--- config.mk ---
export PLATFORM = sky130hd
export DESIGN_NAME = vae_stream_io_flat
export DESIGN_NICKNAME = d
export VERILOG_FILES = /design/src/rtl/vae_stream_io_if.sv /design/src/rtl/vae_stream_io.sv /design/src/flat_wrapper.sv
export SDC_FILE = /design/constraint.sdc
export NUM_CORES = 1
export LEC_CHECK = 0
export BUFFER_PORTS_ARGS = -buffer_cell sky130_fd_sc_hd__buf_2
export CORE_UTILIZATION = 35
export DETAILED_ROUTE_END_ITERATION = 8
export MAX_ROUTING_LAYER = met4
export PLACE_DENSITY = 0.69
export SETUP_SLACK_MARGIN = 0.2
export SKIP_LAST_GASP = 1
export SLEW_MARGIN = 20
export SYNTH_ARGS = -nofsm -noshare
export SYNTH_HDL_FRONTEND = slang
export SYNTH_SLANG_ARGS = --single-unit
--- constraint.sdc ---
create_clock -name clk -period 2.8 [get_ports clk]
set_clock_uncertainty 0.2 [all_clocks]
set_input_delay 0.56 -clock clk [delete_from_list [all_inputs] [get_ports clk]]
set_output_delay 0.56 -clock clk [all_outputs]
set_load 0.05 [all_outputs]
--- src/rtl/vae_stream_io_if.sv ---
// Valid/ready word stream between vae_stream_io and its neighbours.
//   valid : word present (driven by the producer)
//   ready : consumer accepts the word this cycle
//   data  : BITSIZE-bit word
//   last  : final word of a frame (producer side only)
// master = producer of words, slave = consumer of words.
interface vae_stream_io_if #(
  parameter int unsigned BITSIZE = 32
);
  logic               valid;
  logic               ready;
  logic [BITSIZE-1:0] data;
  logic               last;

  modport master (output valid, output data, output last, input ready);
  modport slave  (input valid, input data, output ready);
endinterface

--- src/rtl/vae_stream_io.sv ---
// Streaming front/back end for the combinational VAE datapath.
// Collects N_IN words from the input stream into the flat vae_x bus, holds
// vae_x for SETTLE_CYCLES cycles, snapshots vae_y, then streams the M_OUT
// snapshot words out lane 0 first.
// Ports:
//   clk, rst   : rising-edge clock, synchronous active-high reset
//   s_if       : input word stream (slave side)
//   m_if       : output word stream (master side), last marks lane M_OUT-1
//   vae_x      : flat input bus to the datapath, lane i at [i*BITSIZE +: BITSIZE]
//   vae_y      : flat output bus from the datapath, same packing
//   frame_done : one-cycle pulse after the final output handshake
module vae_stream_io #(
  parameter int unsigned N_IN          = 9,
  parameter int unsigned M_OUT         = 9,
  parameter int unsigned BITSIZE       = 32,
  parameter int unsigned SETTLE_CYCLES = 2
) (
  input  logic                     clk,
  input  logic                     rst,
  vae_stream_io_if.slave           s_if,
  vae_stream_io_if.master          m_if,
  output logic [N_IN*BITSIZE-1:0]  vae_x,
  input  logic [M_OUT*BITSIZE-1:0] vae_y,
  output logic                     frame_done
);

  localparam int unsigned IW = (N_IN  > 1) ? $clog2(N_IN)  : 1;
  localparam int unsigned OW = (M_OUT > 1) ? $clog2(M_OUT) : 1;
  localparam int unsigned CW = 4;

  typedef enum logic [1:0] {
    LOAD   = 2'd0,
    SETTLE = 2'd1,
    SEND   = 2'd2
  } state_e;

  state_e                          state_q,      state_d;
  logic [IW-1:0]                   in_idx_q,     in_idx_d;
  logic [OW-1:0]                   out_idx_q,    out_idx_d;
  logic [CW-1:0]                   settle_cnt_q, settle_cnt_d;
  logic [N_IN-1:0][BITSIZE-1:0]    x_q,          x_d;
  logic [M_OUT-1:0][BITSIZE-1:0]   obuf_q,       obuf_d;
  logic                            s_ready_q,    s_ready_d;
  logic                            m_valid_q,    m_valid_d;
  logic [BITSIZE-1:0]              m_data_q,     m_data_d;
  logic                            m_last_q,     m_last_d;
  logic                            frame_done_q, frame_done_d;

  logic [M_OUT-1:0][BITSIZE-1:0]   y_lanes;
  logic [OW-1:0]                   out_nxt;

  assign y_lanes = vae_y;
  assign out_nxt = out_idx_q + OW'(1);

  // State and datapath registers
  always_ff @(posedge clk) begin
    if (rst) begin
      state_q      <= LOAD;
      in_idx_q     <= '0;
      out_idx_q    <= '0;
      settle_cnt_q <= '0;
      x_q          <= '0;
      obuf_q       <= '0;
      s_ready_q    <= 1'b1;
      m_valid_q    <= 1'b0;
      m_data_q     <= '0;
      m_last_q     <= 1'b0;
      frame_done_q <= 1'b0;
    end else begin
      state_q      <= state_d;
      in_idx_q     <= in_idx_d;
      out_idx_q    <= out_idx_d;
      settle_cnt_q <= settle_cnt_d;
      x_q          <= x_d;
      obuf_q       <= obuf_d;
      s_ready_q    <= s_ready_d;
      m_valid_q    <= m_valid_d;
      m_data_q     <= m_data_d;
      m_last_q     <= m_last_d;
      frame_done_q <= frame_done_d;
    end
  end

  // Next-state and registered-output logic
  always_comb begin
    state_d      = state_q;
    in_idx_d     = in_idx_q;
    out_idx_d    = out_idx_q;
    settle_cnt_d = settle_cnt_q;
    x_d          = x_q;
    obuf_d       = obuf_q;
    s_ready_d    = s_ready_q;
    m_valid_d    = m_valid_q;
    m_data_d     = m_data_q;
    m_last_d     = m_last_q;
    frame_done_d = 1'b0;

    case (state_q)
      LOAD: begin
        if (s_if.valid && s_ready_q) begin
          x_d[in_idx_q] = s_if.data;
          if (in_idx_q == IW'(N_IN - 1)) begin
            in_idx_d     = '0;
            settle_cnt_d = '0;
            s_ready_d    = 1'b0;
            state_d      = SETTLE;
          end else begin
            in_idx_d = in_idx_q + IW'(1);
          end
        end
      end

      SETTLE: begin
        settle_cnt_d = settle_cnt_q + CW'(1);
        // Snapshot vae_y once the datapath has had its full settle budget;
        // lane 0 is preloaded so m_data is valid in the first SEND cycle.
        if (settle_cnt_q == CW'(SETTLE_CYCLES - 1)) begin
          obuf_d    = y_lanes;
          m_valid_d = 1'b1;
          m_data_d  = y_lanes[0];
          m_last_d  = (M_OUT == 1);
          state_d   = SEND;
        end
      end

      SEND: begin
        // Without a handshake every output register holds its value.
        if (m_valid_q && m_if.ready) begin
          if (m_last_q) begin
            out_idx_d    = '0;
            m_valid_d    = 1'b0;
            m_last_d     = 1'b0;
            frame_done_d = 1'b1;
            s_ready_d    = 1'b1;
            state_d      = LOAD;
          end else begin
            out_idx_d = out_nxt;
            m_data_d  = obuf_q[out_nxt];
            m_last_d  = (out_nxt == OW'(M_OUT - 1));
          end
        end
      end

      default: begin
        state_d = LOAD;
      end
    endcase
  end

  assign s_if.ready = s_ready_q;
  assign m_if.valid = m_valid_q;
  assign m_if.data  = m_data_q;
  assign m_if.last  = m_last_q;
  assign vae_x      = x_q;
  assign frame_done = frame_done_q;

endmodule

--- src/flat_wrapper.sv ---
// flat-port wrapper written by rule: the top's interface ports become plain ports
module vae_stream_io_flat 
#(
  parameter int unsigned N_IN          = 9,
  parameter int unsigned M_OUT         = 9,
  parameter int unsigned BITSIZE       = 32,
  parameter int unsigned SETTLE_CYCLES = 2
)
  (clk, rst, vae_x, vae_y, frame_done, s_if_valid, s_if_data, s_if_ready, m_if_valid, m_if_data, m_if_last, m_if_ready);
  vae_stream_io_if #(.BITSIZE(BITSIZE)) s_if_i ();
  vae_stream_io_if #(.BITSIZE(BITSIZE)) m_if_i ();
  input  logic clk;
  input  logic rst;
  output logic [N_IN*BITSIZE-1:0] vae_x;
  input  logic [M_OUT*BITSIZE-1:0] vae_y;
  output logic frame_done;
  input wire logic [$bits(s_if_i.valid)-1:0] s_if_valid;
  input wire logic [$bits(s_if_i.data)-1:0] s_if_data;
  output wire logic [$bits(s_if_i.ready)-1:0] s_if_ready;
  output wire logic [$bits(m_if_i.valid)-1:0] m_if_valid;
  output wire logic [$bits(m_if_i.data)-1:0] m_if_data;
  output wire logic [$bits(m_if_i.last)-1:0] m_if_last;
  input wire logic [$bits(m_if_i.ready)-1:0] m_if_ready;
  assign s_if_i.valid = s_if_valid;
  assign s_if_i.data = s_if_data;
  assign s_if_ready = s_if_i.ready;
  assign m_if_valid = m_if_i.valid;
  assign m_if_data = m_if_i.data;
  assign m_if_last = m_if_i.last;
  assign m_if_i.ready = m_if_ready;
  vae_stream_io #(.N_IN(N_IN), .M_OUT(M_OUT), .BITSIZE(BITSIZE), .SETTLE_CYCLES(SETTLE_CYCLES)) u_core (.clk(clk), .rst(rst), .s_if(s_if_i), .m_if(m_if_i), .vae_x(vae_x), .vae_y(vae_y), .frame_done(frame_done));
endmodule
# [Yosys cells after proc, flatten, opt, wreduce, memory -nomap -nowiden]
# Cells that the tools add are included.
[word_totals] word_cells=97 regBits=626 in_bits=324 mem_bits_rw=0 mem_bits_ro=0 latch_bits=0 mem_count=0
[classes] eq_ne=11 mul=0 n_mux=34 shift=0 bitwise=2 add_sub_neg=3 order_cmp=3 div=0 reduce_logical=17
[op_table] op="$bwmux 288" count=1
[op_table] op="$mux 32" count=5
[op_table] op="$bmux 32 s4" count=1
[op_table] op="$demux 32 s4" count=1
[op_table] op="$pmux 32 s2" count=1
[op_table] op="$mux 4" count=4
[op_table] op="$add 4x1->4 const B" count=3
[op_table] op="$mux 1" count=11
[op_table] op="$lt 4x5->1 const B" count=2
[op_table] op="$mux 2" count=5
[op_table] op="$ne 2x1->1 const B" count=5
[op_table] op="$reduce_and 5->1" count=2
[op_table] op="$eq 4x4->1 const B" count=2
[op_table] op="$pmux 4 s2" count=1
[op_table] op="$reduce_and 4->1" count=2
[op_table] op="$pmux 1 s2" count=3
[op_table] op="$pmux 2 s3" count=1
[op_table] op="$reduce_and 2->1" count=3
[op_table] op="$reduce_and 3->1" count=2
[op_table] op="$reduce_bool 2->1" count=3
[op_table] op="$eq 4x1->1 const B" count=1
[op_table] op="$ge 4x1->1 const B" count=1
[op_table] op="$logic_and 1x1->1" count=3
[op_table] op="$reduce_or 3->1" count=1
[op_table] op="other kinds (5)" count=6

# [Longest topological paths before layout]
[logic_depth] depth_word=6 depth_mapped=11 mapped_depth_nobuf=7

# [Worst setup path before layout]
# OpenSTA, ideal clock, no wires.
[synth_path] path_type="reg2reg" start="reg u_core.out_idx_q[1]" end="reg u_core.m_data_q[10], in the netlist u_core.m_if.data[10]" setup_slack_ps=459 path_stages_with_launch=8 period_less_slack_ps=2341 setup_time_ps=129 t_required_ps=2471 t_arrival_ps=2012 cell_sequence="dfxtp_1 ha_1 buf_6 buf_6 buf_6 mux4_2 a22oi_1 o221ai_2"
[synth_between] elab_chain_len=6
[synth_rtl] element="start, declared" line_no="vae_stream_io.sv:39" source="logic [OW-1:0] out_idx_q, out_idx_d;"
[synth_rtl] element="start signal, assigned" line_no="vae_stream_io.sv:72" source="out_idx_q <= out_idx_d;"
[synth_rtl] element="$add 4x1->4" line_no="vae_stream_io.sv:53" source="assign out_nxt = out_idx_q + OW'(1);"
[synth_rtl] element="$bmux 32 s4" line_no="vae_stream_io.sv:138" source="m_data_d = obuf_q[out_nxt];"
[synth_rtl] element="$mux 32 (implied by the code)" line_no="vae_stream_io.sv:138"
[synth_rtl] element="$mux 32" line_no="vae_stream_io.sv:129" source="if (m_last_q) begin"
[synth_rtl] element="$mux 32" line_no="vae_stream_io.sv:128" source="if (m_valid_q && m_if.ready) begin"
[synth_rtl] element="$pmux 32 s2" line_no="vae_stream_io.sv:98" source="case (state_q)"
[synth_rtl] element="end signal, assigned" line_no="vae_stream_io.sv:78" source="m_data_q <= m_data_d;"
[synth_rtl] element="end, declared" line_no="vae_stream_io.sv:45" source="logic [BITSIZE-1:0] m_data_q, m_data_d;"
# No other way between the ends. The select of a mux whose other input is x is not followed.
# A chain may end at the register's enable or synchronous reset.

# [Worst setup path after layout]
[layout_path] start="reg u_core.out_idx_q[1]" end="reg u_core.m_data_q[15], in the netlist u_core.m_if.data[15]"
# Same word-level chain as after synthesis.

==> results_dict.tcl <==
set metrics [dict create \
    yosys_warnings 0 \
    hold_path.class "in2reg" \
    tightest_slew_ns 1.13 \
    drt_iter0_markers 2276 \
    min_period_over_period_pct 86.4 \
    grt_max_degree 192 \
    dpl_cell_area_mm2 0.0288 \
    syn-num-nets 3420 \
    cp.required_ns 3.10 \
    totalWireLength_um 96600 \
    core_mm2 0.0701 \
    hpwlAfterDp_um 64400 \
    clock_sinks 626 \
    antenna_found_initial 17 \
    cts_tree "yes" \
    switching_share_pct 24.7 \
    post_cts_buffers 0 \
    synth_top_flop_cell "dfxtp_1" \
    synth_top_cell_area_share_pct 50.5 \
    grt_pass1_wl_um 140000 \
    vias 25065 \
    cap_viol_max_count 0 \
    setup_viol 0 \
    drc 0 \
    die_area_mm2 0.0720 \
    drive_above_1_share_pct 24.0 \
    synth_seq_cells 626 \
    ys_types 46 \
    synthTopCellsByCount "nand2_1 (1272), dfxtp_1 (626), a21oi_1 (590)" \
    slew_headroom_pct 24.4 \
    final.min_clock_period_ns 2.42 \
    synth_edf_count 0 \
    netlist_area_mm2 0.0248 \
    path_clk_slew_ns 0.06 \
    outcome "finished, final reports clean" \
    place_congestion 0.872 \
    fmax_mhz 414 \
    ir_drop_uv 467 \
    comb_power_share_pct 7.4 \
    viasPerCell 5.17 \
    rsz0062_at_grt "no" \
    portBuffers 647 \
    cp-start-kind "register" \
    dieHeight_um 268 \
    grt_pass1_vias 22900 \
    cts_buffer_depth 3 \
    async_flop_share_pct 0 \
    cp.arrival_ns 2.72 \
    final_core_util_pct 48.1 \
    grt_usage_pct 26.3 \
    clk_latency_ns 0.63 \
    power.share.sequential_pct 44.4 \
    drtAntennaViolNets 0 \
    cts-root-buf "clkbuf_16" \
    syn_inst 3084 \
    internal-power_w 0.0153 \
    final_area_mm2 0.0337 \
    slew_viol_final 0 \
    die_w_um 268 \
    power.density_mw_per_mm2 603 \
    crit_type "reg2reg" \
    yosysSeqAreaShare_pct 50.5 \
    critPathCaptureType "register" \
    pin_count 648 \
    synth_top_area_cell "dfxtp_1" \
    path_max_fanout 39 \
    firstDrtPassIters 5 \
    gr-total-overflow 0 \
    syn_to_final_growth_pct 35.9 \
    htreeDepth 3 \
    pwr-share-clk_pct 48.3 \
    power_leakage_nw 13.2 \
    ys_top_cells_by_area "dfxtp_1 (50%), nand2_1 (19%), a21oi_1 (12%), mux4_2 (5.8%), clkbuf_1 (3.2%)" \
    num_rows 97 \
    initial_core_util_pct 35.4 \
    wl_per_cell_um 19.9 \
    fin_setup_tns_ns 0 \
    synth_most_common_cell "nand2_1" \
    fin_nets 4165 \
    cts_made_buffers 70 \
    syn_avg_cell_area_um2 8.05 \
    hold_viol_final 0 \
    p_sw_w 0.00503 \
]
==> repair_timing <==
action | CTS | global route
gates resized for setup | 0 | 1
endpoints found under the setup margin | 0 | 7
hold endpoints to repair | 238 | 0
hold buffers | 238 | 0
==> path summary, 6_finish.rpt <==
check | from | to | slack [ns] | depth (start not counted)
max | u_core.out_idx_q[1] | u_core.m_if.data[15] | 0.38 | 6
min | vae_y[91] | u_core.obuf_q[91] | 0.02 | 3
max reg2reg | u_core.out_idx_q[1] | u_core.m_if.data[15] | 0.38 | 6
min reg2reg | u_core.vae_x[119] | u_core.vae_x[119] | 0.25 | 2
==> stage by stage <==
stage          worst slack (ns)  total power (W)  cells  hold slack, ns
2_1_floorplan             0.459          0.00987   3084           0.233
3_3_place_gp              0.316           0.0104   4459           0.239
3_5_place_dp              0.290           0.0104   4459           0.243
4_1_cts                   0.280           0.0205   4826        0.000885
5_1_grt                   0.236           0.0210   4842         0.00279
6_report                  0.382           0.0203   4844          0.0163
==> kinds of logic (layout without fill, tap and decap cells) <==
| group | Yosys count | count (layout) | share of synthesized area, % |
|---|---|---|---|
| adders and majority gates | 12 | 12 | 0.605 |
| DFF | 626 | 626 | 50.5 |
| buffers and inverters | 308 | 1110 | 5.29 |
| other | 0 | 18 | 0 |
| AOI/OAI and AO/OA | 704 | 704 | 16.0 |
| and+or+nand+nor | 1364 | 1364 | 21.6 |
| muxes | 67 | 67 | 5.93 |
| xor gates and xnor gates | 3 | 3 | 0.106 |
==> power by group through the flow <==
stage / sequential, W / clock (W) / combinational (W)
floorplan: 0.00949 / 0 / 0.000376
global placement: 0.00922 / 0 / 0.00120
detailed placement: 0.00922 / 0 / 0.00120
CTS: 0.00903 / 0.00998 / 0.00146
global route: 0.00903 / 0.0104 / 0.00157
finish: 0.00903 / 0.00982 / 0.00150
==> sequential cells by signal, summed over array words and instances, names as in the netlist <==
name,cells
u_core.obuf_q,288
u_core.vae_x,288
u_core.m_if.data,32
u_core.in_idx_q,4
u_core.out_idx_q,4
u_core.settle_cnt_q,4
u_core.state_q,2
u_core.frame_done,1
u_core.m_if.last,1
u_core.m_if.valid,1
u_core.s_if.ready,1
==> cell usage in the layout, fill, tap and decap left out, drive strengths merged, types with 2 or more instances in the layout <==
cell type / n
xnor2: 2
nor3b: 3
clkbuf: 104
mux4: 64
o21ai: 39
nand2: 1272
dfxtp: 626
nand2b: 35
nor2: 14
or3: 2
nor2b: 5
ha: 12
a2bb2oi: 3
diode: 18
inv: 42
or2: 3
and2: 11
buf: 704
clkinvlp: 2
clkinv: 15
nand3: 8
a21oi: 591
dlygate4sd3: 238
nor3: 5
mux2i: 3
bufinv: 5
o221ai: 33
a22oi: 33
==> layout make-up <==
class	count	area [µm²]
fill	6697	36400
sequential	626	12500
multi-input combinational	2150	11000
timing repair buffer	942	6290
clock buffer	104	2110
tap	940	1180
clock inverter	25	387
inverter	39	146
antenna	18	45.0
==> critical path: stages, from the launching register on <==
cell and delay (ns):
dfxtp_1 0.39, ha_4 0.33, buf_12 0.29, mux4_2 0.55, nand2b_1 0.15, a22oi_1 0.21, o221ai_2 0.13
==> layer usage <==
layer  track usage, %  vias to the layer above  share of wire (%)
li1                 -                    11633                  -
met1             31.7                    11935                 39
met2             41.1                     1218                 46
met3             5.81                      279                9.1
met4             13.2                        0                5.4
met5                -                        -                  0
Note: power is estimated with default switching activity, not from simulation.
